### config.mk
export PLATFORM = sky130hd
export DESIGN_NAME = dram_arbiter
export DESIGN_NICKNAME = d
export VERILOG_FILES = /design/src/rtl/dram_arbiter.sv
export SDC_FILE = /design/constraint.sdc
export NUM_CORES = 1
export LEC_CHECK = 0
export CORE_AREA = 4 4 336 338
export CTS_CLUSTER_DIAMETER = 150
export CTS_CLUSTER_SIZE = 16
export DETAILED_ROUTE_END_ITERATION = 10
export DIE_AREA = 0 0 340 342
export PLACE_DENSITY = 0.43
export SLEW_MARGIN = 20
export SYNTH_ARGS = -nofsm -noshare
export SYNTH_HDL_FRONTEND = slang
export SYNTH_SLANG_ARGS = --single-unit
### constraint.sdc
create_clock -name clk -period 1.35 [get_ports clk]
set_input_delay 0.3375 -clock clk [delete_from_list [all_inputs] [get_ports clk]]
set_output_delay 0.3375 -clock clk [all_outputs]
set_load 0.1 [all_outputs]
### src/rtl/dram_arbiter.sv
`default_nettype none
// +----------------------------------------------------------------------------+
// | dram_arbiter                                                               |
// | Shares the DRAM master FIFO path between the instruction-side (port 0) and |
// | data-side (port 1) requesters, one line transfer in flight at a time.      |
// | Optional: DRAM_ARB_FIXED_PRIO_EN - port 1 always wins a tie.               |
// | Rev 1.0 - initial release                                                  |
// +----------------------------------------------------------------------------+
module dram_arbiter #(
    parameter int ADDR_W = 27,
    parameter int DATA_W = 128
) (
    input  logic              clk,
    input  logic              rst,
    input  logic              m0_req,
    input  logic              m0_we,
    input  logic [ADDR_W-1:0] m0_addr,
    input  logic [DATA_W-1:0] m0_wdata,
    output logic              m0_ack,
    output logic              m0_rvalid,
    output logic [DATA_W-1:0] m0_rdata,
    input  logic              m1_req,
    input  logic              m1_we,
    input  logic [ADDR_W-1:0] m1_addr,
    input  logic [DATA_W-1:0] m1_wdata,
    output logic              m1_ack,
    output logic              m1_rvalid,
    output logic [DATA_W-1:0] m1_rdata,
    output logic              d_req_valid,
    input  logic              d_req_ready,
    output logic              d_we,
    output logic [ADDR_W-1:0] d_addr,
    output logic [DATA_W-1:0] d_wdata,
    input  logic              d_rsp_valid,
    input  logic [DATA_W-1:0] d_rdata,
    output logic              busy
);

    localparam logic [1:0] c_IDLE    = 2'd0;
    localparam logic [1:0] c_ISSUE   = 2'd1;
    localparam logic [1:0] c_WAIT_RD = 2'd2;

    logic [1:0] r_state;
    logic       r_owner;
    logic       r_last_grant;
    logic       w_any;
    logic       w_grant;

    always_comb begin
        w_any = m0_req | m1_req;
`ifdef DRAM_ARB_FIXED_PRIO_EN
        // Data side wins whenever it is requesting.
        w_grant = m1_req;
`else
        if (m0_req && m1_req) begin
            w_grant = ~r_last_grant;
        end else begin
            w_grant = m1_req;
        end
`endif
    end

    assign busy        = (r_state != c_IDLE);
    assign d_req_valid = (r_state == c_ISSUE);

    always_ff @(posedge clk) begin
        if (rst) begin
            r_state      <= c_IDLE;
            r_owner      <= 1'b0;
            r_last_grant <= 1'b1;
            m0_ack       <= 1'b0;
            m1_ack       <= 1'b0;
            m0_rvalid    <= 1'b0;
            m1_rvalid    <= 1'b0;
            m0_rdata     <= '0;
            m1_rdata     <= '0;
            d_we         <= 1'b0;
            d_addr       <= '0;
            d_wdata      <= '0;
        end else begin
            m0_ack    <= 1'b0;
            m1_ack    <= 1'b0;
            m0_rvalid <= 1'b0;
            m1_rvalid <= 1'b0;
            case (r_state)
                c_IDLE: begin
                    if (w_any) begin
                        d_we         <= w_grant ? m1_we    : m0_we;
                        d_addr       <= w_grant ? m1_addr  : m0_addr;
                        d_wdata      <= w_grant ? m1_wdata : m0_wdata;
                        r_owner      <= w_grant;
                        r_last_grant <= w_grant;
                        m0_ack       <= ~w_grant;
                        m1_ack       <= w_grant;
                        r_state      <= c_ISSUE;
                    end
                end
                c_ISSUE: begin
                    if (d_req_ready) begin
                        r_state <= d_we ? c_IDLE : c_WAIT_RD;
                    end
                end
                c_WAIT_RD: begin
                    // Response goes only to the port that issued the read.
                    if (d_rsp_valid) begin
                        if (r_owner) begin
                            m1_rdata  <= d_rdata;
                            m1_rvalid <= 1'b1;
                        end else begin
                            m0_rdata  <= d_rdata;
                            m0_rvalid <= 1'b1;
                        end
                        r_state <= c_IDLE;
                    end
                end
                default: r_state <= c_IDLE;
            endcase
        end
    end

endmodule
`default_nettype wire

=== After elaboration in Yosys (flattened, before gate mapping) ===
Cells that the tools add are included.
Widths: inputs -> output; s select.

* Register bits: 420
* Bits of input ports: 446
* Output and inout bits: 418

* Eq/ne operators: 5
* Mux-type cells: 11
* Bitwise logic cells: 8
* Reduce and logical (&&, ||, !) cells: 9

{| class="wikitable"
|+ Operators by type and width
! kind !! count
|-
| $mux 128 || 1
|-
| $mux 27 || 1
|-
| $reduce_and 3->1 || 3
|-
| $mux 2 || 4
|-
| $not 1->1 || 7
|-
| $pmux 2 s3 || 1
|-
| $reduce_or 3->1 || 2
|-
| $mux 1 || 4
|-
| $ne 2x2->1 const B || 2
|-
| $eq 2x1->1 const B || 1
|-
| $eq 2x2->1 const B || 1
|-
| $logic_not 2->1 || 1
|-
| $ne 2x1->1 const B || 1
|-
| $reduce_and 2->1 || 1
|-
| $reduce_bool 2->1 || 1
|-
| $logic_and 1x1->1 || 1
|-
| $or 1x1->1 || 1
|}

=== Longest topological paths before layout ===
* Word-level depth: 3
* Mapped depth: 6
* Mapped depth without buffers: 4

=== Worst setup path before layout ===
Ideal clock, no wire load.

* Kind: reg2reg
* From: register r_state[0]
* To: register r_state[1]
* Data arrival time: 2.170 ns
* Data required time: 1.280 ns
* Path slack: -0.890 ns
* Cell stages (with the launch flop): 4
* Cell sequence: dfxtp_1 -> nor2b_1 -> a31oi_1 -> nor2_1

* Longest elaborated chain between the ends: 3
* Elaborated cells on any way between the ends: 8
* Classes of those cells: 5 x eq/ne; 1 x mux; 2 x reduce/logical

{| class="wikitable"
|+ RTL lines
! item !! RTL line !! RTL
|-
| start: declaration || 43 || <nowiki>logic [1:0] r_state;</nowiki>
|-
| start signal: assignment || 68 || <nowiki>r_state <= c_IDLE;</nowiki>
|-
| start signal: assignment || 95 || <nowiki>r_state <= c_ISSUE;</nowiki>
|-
| start signal: assignment || 100 || <nowiki>r_state <= d_we ? c_IDLE : c_WAIT_RD;</nowiki>
|-
| $eq 2x1->1 * || -- ||
|-
| via d_req_valid || 29 || <nowiki>output logic d_req_valid,</nowiki>
|-
| $ne 2x1->1 (no source line) || -- ||
|-
| $reduce_and 3->1 (no source line) || -- ||
|}

Mark *: on every way through the listed nets, which the timed path passes. The rest lies on a longest branch.
A chain may end at the register's enable or synchronous reset.

=== Worst setup path in the final report ===
* From: register r_state[1]
* To: output port busy

* Longest elaborated chain between the ends: 1

{| class="wikitable"
|+ RTL lines
! item !! RTL line !! RTL
|-
| $reduce_bool 2->1 || 63 || <nowiki>assign busy = (r_state != c_IDLE);</nowiki>
|-
| end: declaration || 36 || <nowiki>output logic busy</nowiki>
|}

No other way between the ends.

==> impl_results.md <==
* Outcome: complete, but fails checks
* Failing checks: setup timing
* Root Driver: clkbuf_16
* Yosys warning count at 0
* CTS buffer count at 30
* Largest net degree at the start of global routing at 55
* First-pass GRT wire length at 142000 µm
* Hold WS at 262 ps
* Routability cong. at 0.846
* Mapped Area at 16200 µm²
* Initial antenna violation count at 26
* Final ANT Viol Nets at 0
* Nets at 3481
* Grt ovf at 0
* Row count at 122
* FF-to-FF Start: r_state[1]
* Synthesized flop and latch total at 420
* Via count at 18739
* Vias in the first global route at 18641
* Final setup fails at 825
* Peak VDD IR at 975 µV
* Syn Nets at 2474
* Starting Density at 14.7%
* Period utilisation layout at 136%
* Tot GR Track Use at 16.7%
* Share of the synthesized area in the top cell type at 52.0%
* Height of the die at 342 µm
* Post-synth cell types at 31
* Min-delay src: m0_wdata[83]
* Slew Limit Fails at 0
* Final TNS setup at -135040 ps
* DRT Wirelength at 108000 µm
* Peak Freq at 0.546 GHz
* Hold EP: d_wdata[83]
* Data arrival, critical path at 1500 ps
* Worst r2r path cells at 8
* DRT iter0 DRCs at 993
* Die X at 340 µm
* Hpwl dp at 79100 µm
* PwrDens at 1010 nW/µm²
* RSZ-0062 raised after global routing: yes
* Ports at 864
* Fraction of final layout cells sized beyond drive strength 1 at 43.0%
* Final worst slack at -483 ps
* Overall power at 36.5 mW
* Die footprint at 116000 µm²
* CTS tree: yes
* Critical path class: flip-flop to output port
* Required time of the worst setup path at 1010 ps
* Core region area at 110000 µm²
* Worst-margin pin slew at 363 ps
* Final core occ at 32.8%
* Synthesis-to-finish area growth at 124%
* CP top delay family: flip-flops
* Top cells by area, synth: dfxtp_1 52%, nand2_1 19%, a21oi_1 13%
* Hold crit path type: input pin to flip-flop
* Worst-path fanout max at 5
* Max H-tree Level at 1
* Fin crit period at 1830 ps
* Critical R2R Capture: d_wdata[105]
* Mean post-synth cell area at 7.97 µm²
* DR WL/cell at 23.7 µm
* CP max stage delay at 370 ps
* Slowest CP cell: dfxtp_4
* Clock Sinks at 420
* CP endpoint kind: output port
* Via/cell ratio at 4.13
* Buffers added on ports at 863
* Clock buffer depth at 3
* Worst-path cell chain: nor2_4, inv_6, buf_6, buf_12
* Layout Skew at 23.6 ps
* Slew HR at 75.7%
* WP buf/inv at 3
* Post-Syn Instances at 2028
* Clock transition at the registers of the reported paths at 90 ps
* Post-synthesis sequential area ratio at 52.0%
* Total of max-cap violations at 0
* WHS Path Cells at 3
* Largest area contributor in the netlist: dfxtp_1
* Slack of the worst reg-to-reg path at -320 ps
* Pleak at 13.3 nW
* Skew-Pair Late Insertion Delay at 640 ps
* Total iterations of the first detailed-routing run at 5
* Critical path launch point type: flip-flop
* # DRC at 0
* Final hold vios at 0
cell families after synthesis:
group	synth area share, %
AO/OA/AOI/OAI	22.0
buffers and inverters	6.12
flip-flops	52.0
AND/OR/NAND/NOR	19.9
worst max-delay path by stage:
stage          startpoint            to  slack [ps]  cells after the start
2_1_floorplan  r_state[1]   d_wdata[10]          -8                      6
3_5_place_dp       m0_req   d_wdata[67]        -680                      6
4_1_cts        r_state[0]          busy        -560                      4
3_3_place_gp       m0_req  d_wdata[124]        -660                      6
5_1_grt        r_state[1]          busy        -570                      4
6_report       r_state[1]          busy        -480                      4
layer usage:
metal	share of wire (%)	global-route usage, %
met1	39	19.2
met2	50	28.7
met3	8.9	6.40
met4	2.1	4.83
met5	0.012	0
power breakdown:
group	internal (mW)	total (mW)	leakage, nW	switching (mW)
sequential	13.1	14.0	3.63	0.817
combinational	5.63	13.6	9.32	7.95
clock	4.05	8.97	0.389	4.92
through the flow:
| step | setup WS (ps) | cells | cell area, µm² |
|---|---|---|---|
| after floorplan | -8.46 | 2028 | 16200 |
| final | -483 | 4539 | 36100 |
| after detailed placement | -685 | 4364 | 32000 |
| after global placement | -657 | 4364 | 32000 |
| after CTS | -561 | 4444 | 34200 |
| after global routing | -571 | 4534 | 36100 |
worst reg2reg max path: cells and delay by family, from the launching register on:
kind / cells / cell delay [ps]
buf+inv: 5 / 750
flops: 1 / 370
compound gates: 2 / 310
simple gates: 1 / 180
final cells by class:
class                      count  area, µm²
antenna                       16       40.0
clock buffer                  31        776
clock inverter                 1       16.3
fill                       11272      73900
inverter                       2       12.5
multi-input combinational   1417       7320
sequential                   420       9130
tap                         1488       1860
timing repair buffer        1164      17000
synthesized netlist by cell type:
master	number
inv_1	1
nor2_4	1
nand3b_1	1
and4b_1	1
buf_6	11
clkbuf_1	54
a31oi_1	1
nand4bb_1	1
nand4b_1	1
dfxtp_1	420
or2_1	1
nor3b_1	1
and4bb_2	1
nor2_1	5
a311oi_1	145
nor2b_1	1
nor3_1	2
a211oi_1	1
inv_2	1
buf_2	109
nand2b_1	1
a21bo_2	1
a21oi_1	413
nand2_1	824
a21boi_4	1
a221oi_1	1
a311oi_2	10
buf_4	14
o21ai_0	2
nand3_1	1
buf_1	1
registers in the layout, summed over array words and instances (netlist names), 2 cells and up:
name / cells
d_wdata: 128
r_state: 2
m1_rdata: 128
m0_rdata: 128
d_addr: 27
cells in the final DEF (no fill, tap or decap), types with 4 or more instances in the layout:
master,instances
a21oi_1,350
a21oi_2,63
a311oi_1,142
a311oi_2,13
buf_12,489
buf_16,18
buf_4,144
buf_6,25
buf_8,18
clkbuf_16,56
clkdlybuf4s50_1,444
dfxtp_2,343
dfxtp_4,77
diode_2,16
nand2_1,779
nand2_2,21
nand2_4,24
nor2_1,4
what timing repair did:
item                                    in CTS  in global routing
pin swaps                                   11                145
hold buffers                                 1                  0
endpoints found under the hold margin        1                  0
resized for setup                          495                227
gates cloned                                14                 29
endpoints found under the setup margin     812                835
setup buffers                               34                 54
Note: power is estimated with default switching activity, not from simulation.
